### config.mk
export PLATFORM = sky130hd
export DESIGN_NAME = byte_transfer_engine
export DESIGN_NICKNAME = d
export VERILOG_FILES = /design/src/rtl/byte_transfer_engine.sv
export SDC_FILE = /design/constraint.sdc
export NUM_CORES = 1
export LEC_CHECK = 0
export CAP_MARGIN = 40
export CORE_MARGIN = 5
export CORE_UTILIZATION = 30
export DETAILED_ROUTE_END_ITERATION = 10
export PLACE_DENSITY = 0.55
export REMOVE_ABC_BUFFERS = 1
export SKIP_CTS_REPAIR_TIMING = 1
export SKIP_LAST_GASP = 1
export SLEW_MARGIN = 20
export SYNTH_ARGS = -nofsm -noshare
export SYNTH_HDL_FRONTEND = slang
export SYNTH_SLANG_ARGS = --single-unit
### constraint.sdc
create_clock -name clk -period 2.2 [get_ports clk]
set_input_delay 0.66 -clock clk [delete_from_list [all_inputs] [get_ports clk]]
set_output_delay 0.66 -clock clk [all_outputs]
set_load 0.02 [all_outputs]
### src/rtl/byte_transfer_engine.sv
// ---------------------------------------------------------------------------
// byte_transfer_engine
//
// Bit-level engine for an I2C-style master. Shifts one DATA_WIDTH-bit byte
// out on SDA (write) or in from SDA (read), MSB first, followed by one ACK
// bit. SCL is generated from the half_scl tick, and a slave may stretch the
// clock by holding scl_in low while the engine is in a high phase.
//
// Ports:
//   clk, resetn                     clock, asynchronous active-low reset
//   byte_transfer_engine_flop_en    global enable; all registers hold when 0
//   half_scl                        single-cycle tick ending each half SCL period
//   tx_start / rx_start             start a write / read (tx_start wins)
//   tx_data                         byte to write, MSB first
//   rx_send_ack                     ACK to return on a read (1 = ACK, SDA low)
//   sda_in, scl_in                  sampled bus lines
//   byte_transfer_engine_sda_out_en / _sda_out   SDA drive enable / value
//   byte_transfer_engine_scl_out_en / _scl_out   SCL drive enable / value
//   rx_data                         last byte received
//   ack_received                    1 = slave ACKed the last written byte
//   byte_done                       one-cycle pulse on return to IDLE
//   busy                            high while a transfer is in progress
//
// All outputs are registers. They are computed from the next-state values
// so that they line up with the state register in the same cycle.
// ---------------------------------------------------------------------------
module byte_transfer_engine #(
  parameter int DATA_WIDTH = 8
) (
  input  logic                  clk,
  input  logic                  resetn,
  input  logic                  byte_transfer_engine_flop_en,
  input  logic                  half_scl,
  input  logic                  tx_start,
  input  logic                  rx_start,
  input  logic [DATA_WIDTH-1:0] tx_data,
  input  logic                  rx_send_ack,
  input  logic                  sda_in,
  input  logic                  scl_in,
  output logic                  byte_transfer_engine_sda_out_en,
  output logic                  byte_transfer_engine_sda_out,
  output logic                  byte_transfer_engine_scl_out_en,
  output logic                  byte_transfer_engine_scl_out,
  output logic [DATA_WIDTH-1:0] rx_data,
  output logic                  ack_received,
  output logic                  byte_done,
  output logic                  busy
);

  localparam int CNT_W = (DATA_WIDTH > 2) ? $clog2(DATA_WIDTH) : 1;
  localparam logic [CNT_W-1:0] CNT_LOAD = CNT_W'(DATA_WIDTH - 1);

  typedef enum logic [2:0] {
    IDLE     = 3'd0,
    BIT_LOW  = 3'd1,
    BIT_HIGH = 3'd2,
    ACK_LOW  = 3'd3,
    ACK_HIGH = 3'd4
  } state_t;

  // Line drive for a given state, packed as {sda_en, sda, scl_en, scl}.
  // rd selects read mode; msb is the shift-register MSB; ackv is the
  // latched rx_send_ack. SDA rests at 1 whenever it is not driven.
  function automatic logic [3:0] line_drive(input state_t st, input logic rd,
                                            input logic msb, input logic ackv);
    logic [3:0] d;
    d = {1'b0, 1'b1, 1'b0, 1'b0};
    case (st)
      BIT_LOW:  d = {~rd, rd | msb, 1'b1, 1'b0};
      BIT_HIGH: d = {~rd, rd | msb, 1'b1, 1'b1};
      ACK_LOW:  d = {rd, ~(rd & ackv), 1'b1, 1'b0};
      ACK_HIGH: d = {rd, ~(rd & ackv), 1'b1, 1'b1};
      default:  d = {1'b0, 1'b1, 1'b0, 1'b0};
    endcase
    return d;
  endfunction

  state_t                state_r, state_s;
  logic [DATA_WIDTH-1:0] shift_r, shift_s;
  logic [CNT_W-1:0]      cnt_r, cnt_s;
  logic                  mode_r, mode_s;          // 1 = read
  logic                  ack_val_r, ack_val_s;    // latched rx_send_ack
  logic [DATA_WIDTH-1:0] rx_data_r, rx_data_s;
  logic                  ack_received_r, ack_received_s;
  logic                  byte_done_r, byte_done_s;
  logic                  busy_r, busy_s;
  logic [3:0]            drive_r, drive_s;
  logic                  high_adv_s;

  // Next-state, datapath and output decode.
  always_comb begin
    state_s        = state_r;
    shift_s        = shift_r;
    cnt_s          = cnt_r;
    mode_s         = mode_r;
    ack_val_s      = ack_val_r;
    rx_data_s      = rx_data_r;
    ack_received_s = ack_received_r;
    byte_done_s    = 1'b0;
    // A high phase only ends once the line is really high (no stretching).
    high_adv_s     = half_scl & scl_in;

    case (state_r)
      IDLE: begin
        if (tx_start) begin
          shift_s = tx_data;
          mode_s  = 1'b0;
          cnt_s   = CNT_LOAD;
          state_s = BIT_LOW;
        end else if (rx_start) begin
          shift_s   = tx_data;
          mode_s    = 1'b1;
          ack_val_s = rx_send_ack;
          cnt_s     = CNT_LOAD;
          state_s   = BIT_LOW;
        end else begin
          state_s = IDLE;
        end
      end
      BIT_LOW: begin
        if (half_scl) begin
          state_s = BIT_HIGH;
        end else begin
          state_s = BIT_LOW;
        end
      end
      BIT_HIGH: begin
        if (high_adv_s) begin
          if (mode_r) begin
            shift_s = {shift_r[DATA_WIDTH-2:0], sda_in};
          end else begin
            shift_s = {shift_r[DATA_WIDTH-2:0], 1'b0};
          end
          // Counter never wraps: reaching 0 is the only way out of the bits.
          if (cnt_r != {CNT_W{1'b0}}) begin
            cnt_s   = cnt_r - CNT_W'(1);
            state_s = BIT_LOW;
          end else begin
            state_s = ACK_LOW;
          end
        end else begin
          state_s = BIT_HIGH;
        end
      end
      ACK_LOW: begin
        if (half_scl) begin
          state_s = ACK_HIGH;
        end else begin
          state_s = ACK_LOW;
        end
      end
      ACK_HIGH: begin
        if (high_adv_s) begin
          state_s     = IDLE;
          byte_done_s = 1'b1;
          if (mode_r) begin
            rx_data_s = shift_r;
          end else begin
            ack_received_s = ~sda_in;
          end
        end else begin
          state_s = ACK_HIGH;
        end
      end
      default: begin
        state_s = IDLE;
      end
    endcase

    drive_s = line_drive(state_s, mode_s, shift_s[DATA_WIDTH-1], ack_val_s);
    busy_s  = (state_s != IDLE);
  end

  // State, datapath and output registers, advancing only on flop_en.
  always_ff @(posedge clk or negedge resetn) begin
    if (!resetn) begin
      state_r        <= IDLE;
      shift_r        <= {DATA_WIDTH{1'b0}};
      cnt_r          <= {CNT_W{1'b0}};
      mode_r         <= 1'b0;
      ack_val_r      <= 1'b0;
      rx_data_r      <= {DATA_WIDTH{1'b0}};
      ack_received_r <= 1'b0;
      byte_done_r    <= 1'b0;
      busy_r         <= 1'b0;
      drive_r        <= {1'b0, 1'b1, 1'b0, 1'b0};
    end else if (byte_transfer_engine_flop_en) begin
      state_r        <= state_s;
      shift_r        <= shift_s;
      cnt_r          <= cnt_s;
      mode_r         <= mode_s;
      ack_val_r      <= ack_val_s;
      rx_data_r      <= rx_data_s;
      ack_received_r <= ack_received_s;
      byte_done_r    <= byte_done_s;
      busy_r         <= busy_s;
      drive_r        <= drive_s;
    end
  end

  assign byte_transfer_engine_sda_out_en = drive_r[3];
  assign byte_transfer_engine_sda_out    = drive_r[2];
  assign byte_transfer_engine_scl_out_en = drive_r[1];
  assign byte_transfer_engine_scl_out    = drive_r[0];
  assign rx_data                         = rx_data_r;
  assign ack_received                    = ack_received_r;
  assign byte_done                       = byte_done_r;
  assign busy                            = busy_r;

endmodule
==> run metrics <==
worst min path class=register to register; Worst path top cell family by delay=buffers and inverters; clk_lat worst skew=around 0.28 ns; CTS tree=done; die area=6750 um^2; Total Wirelength=slightly below 4 mm; Finished Layout Cells=around 280; final critical-path required period=about 2.1 ns; area added between synthesis and finish=40.8%; fin. max-slew vios=0; share of the synthesized area in the top cell type=around 48%; P_leak=approximately 0.96 nW; VDD IR-drop max=between 0.0004 and 0.0005 V; antenna fix cells=0; post-route ant nets=0; final worst-path cycle share=a little over nine tenths; RSZ-0062 raised after global routing=no; relative slew slack=69.7%; CTS max path bufs=2; Setup crit start=drive_r[2]; final hold vios=0; CP Class=register to output port; pin count of the biggest net entering global routing=25; post-synth cell types=42; Max stage delay on crit path=approximately 0.6 ns; # fillers=520; drt initial violations=38; Most used DFF post-synth=dfrtp_1; Post-synth EDFFs=0; most common cell after layout, fill and taps aside=clkdlybuf4s50_1; I/O Pins=32; Critical Path AT=around 1.5 ns; Buf+Inv Stages, Crit Path=1; cts bufs inserted=5; Setup TNS Final=0 ns; area leader, netlist=dfrtp_1; Seq/Total Area, Yosys=about 50%; dpl hpwl=about 2.9 mm; first-pass GRT wire length=about 6.6 mm; Worst path depth=1; YS warnings=0; hold path cells=1; Hold Crit Start=byte_done; gr usage total=between 10% and 20%; max cap viols=0; Die H=between 80 and 90 um; layout cells sized above 1=around 23%; Vias=around 1300; commonest non-fill, non-tap cells in the layout=clkdlybuf4s50_1, dfrtp_1, buf_4; Synth area leaders=dfrtp_1, mux2_2, nor2_1; Worst Reg2Reg Path Length in Cells=6; average wire per standard cell=14.2 um; maximum clock rate=473 MHz; Worst R2R Start=state_r[1]; placed insts=roughly 270; Initial Utilization=a little under a third; number of port buffers=31; crit-path cells=clkdlybuf4s50_1; Die Span X=82.1 um; async set-reset flop share out of synthesis=100%; mapped cell area=around 1600 um^2; Post-Synthesis Cells=between 150 and 200; CP startpoint kind=register; outcome=completed; GP Congestion=~0.8; PwrDens=between 900 and 1000 nW/um^2; Root Buffer=clkbuf_8; Layout Nets=225; Worst Path Max Fanout=4; Clock Skews=about 0.0055 ns; area of the core=5070 um^2; flops & latches, synth=31; clock-pin slew on the worst setup and hold paths=roughly 0.060 ns; Post-Syn Area per Cell=a little over 10 um^2; DRT Pass-1 Iters=4; CP endpoint kind=output port; grt ovf=0; vias in the first global route=roughly 1300; worst slew pin tran=about 0.45 ns; clock sink total=31; initial antenna violation count=0; critical-path cell with the highest stage delay=clkdlybuf4s50_1; drt via density=around 4.8; critical path required time=1.54 ns; DRC violations left=0; H-tree depth=2; row cnt=26; Final setup violation count=0
## path summary, 6_finish.rpt
path / slack [ns] / to
max: 0.09 / byte_transfer_engine_sda_out
min: 0.48 / byte_done
max reg2reg: 0.32 / rx_data[3]
min reg2reg: 0.48 / byte_done
max in group asynchronous: 0.94 / drive_r[2]
min in group asynchronous: 0.69 / rx_data[5]
## registers in the layout (all words and copies together) (netlist names)
register,cells
drive_r,4
byte_done,1
ack_received,1
busy,1
ack_val_r,1
mode_r,1
shift_r,8
state_r,3
rx_data,8
cnt_r,3
## synthesized netlist by cell type, types with 2 or more instances
cell       number
mux2_2         11
nand4b_1        2
a21oi_1        10
inv_1           6
a22oi_1         7
clkbuf_1        2
nand2_1        15
buf_2           3
ha_1            2
and2_1          2
a22o_1          2
nor2_1         16
nand4_1         2
o211ai_1        2
nand3_1         4
a2bb2oi_1       2
dfrtp_1        30
o21ai_0         9
## cells by family after synthesis
group | after synthesis | synth area share [%]
buffers and inverters | 12 | 3.61
xor gates and xnor gates | 1 | 0.561
and+or+nand+nor | 50 | 15.9
AOI/OAI and AO/OA | 44 | 20.7
DFF | 31 | 49.8
muxes | 11 | 7.93
adders and majority gates | 2 | 1.60
## cell type report
| type | instances | area [um^2] | area share [%] |
|---|---|---|---|
| Inverter | 6 | 22.5 | 1.02 |
| Clock inverter | 1 | 5.00 | 0.228 |
| Tap cell | 70 | 87.6 | 3.98 |
| Timing Repair Buffer | 54 | 495 | 22.5 |
| Clock buffer | 6 | 82.6 | 3.76 |
| Multi-Input combinational cell | 108 | 728 | 33.1 |
| Sequential cell | 31 | 777 | 35.3 |
## layer usage
layer | global-route usage, % | up-vias | part of all wire (%)
li1 | - | 661 | -
met1 | 16.3 | 630 | 45
met2 | 19.8 | 37 | 45
met3 | 4.66 | 7 | 8.2
met4 | 4.49 | 0 | 1.3
met5 | 0 | - | 0
## through the flow
step                      area [um^2]  power, W  setup WS [ns]  hold WS [ns]  utilization, %
after floorplan                  1530   0.00134          0.301         0.364               -
after global placement           2110   0.00175         -0.126         0.470            41.6
after detailed placement         2110   0.00176         -0.123         0.476            41.6
after CTS                        2200   0.00222         0.0668         0.491            43.3
after global routing             2200   0.00235         0.0436         0.498            43.3
final                            2200   0.00219         0.0868         0.484            43.3
## power by group
group,total (W),switching (W),internal (W)
Sequential,0.000888,0.000144,0.000744
Combinational,0.000856,0.000423,0.000433
Clock,0.000446,0.000202,0.000245
Total,0.00219,0.000768,0.00142
No activity file was read; power rests on OpenSTA's default activity.
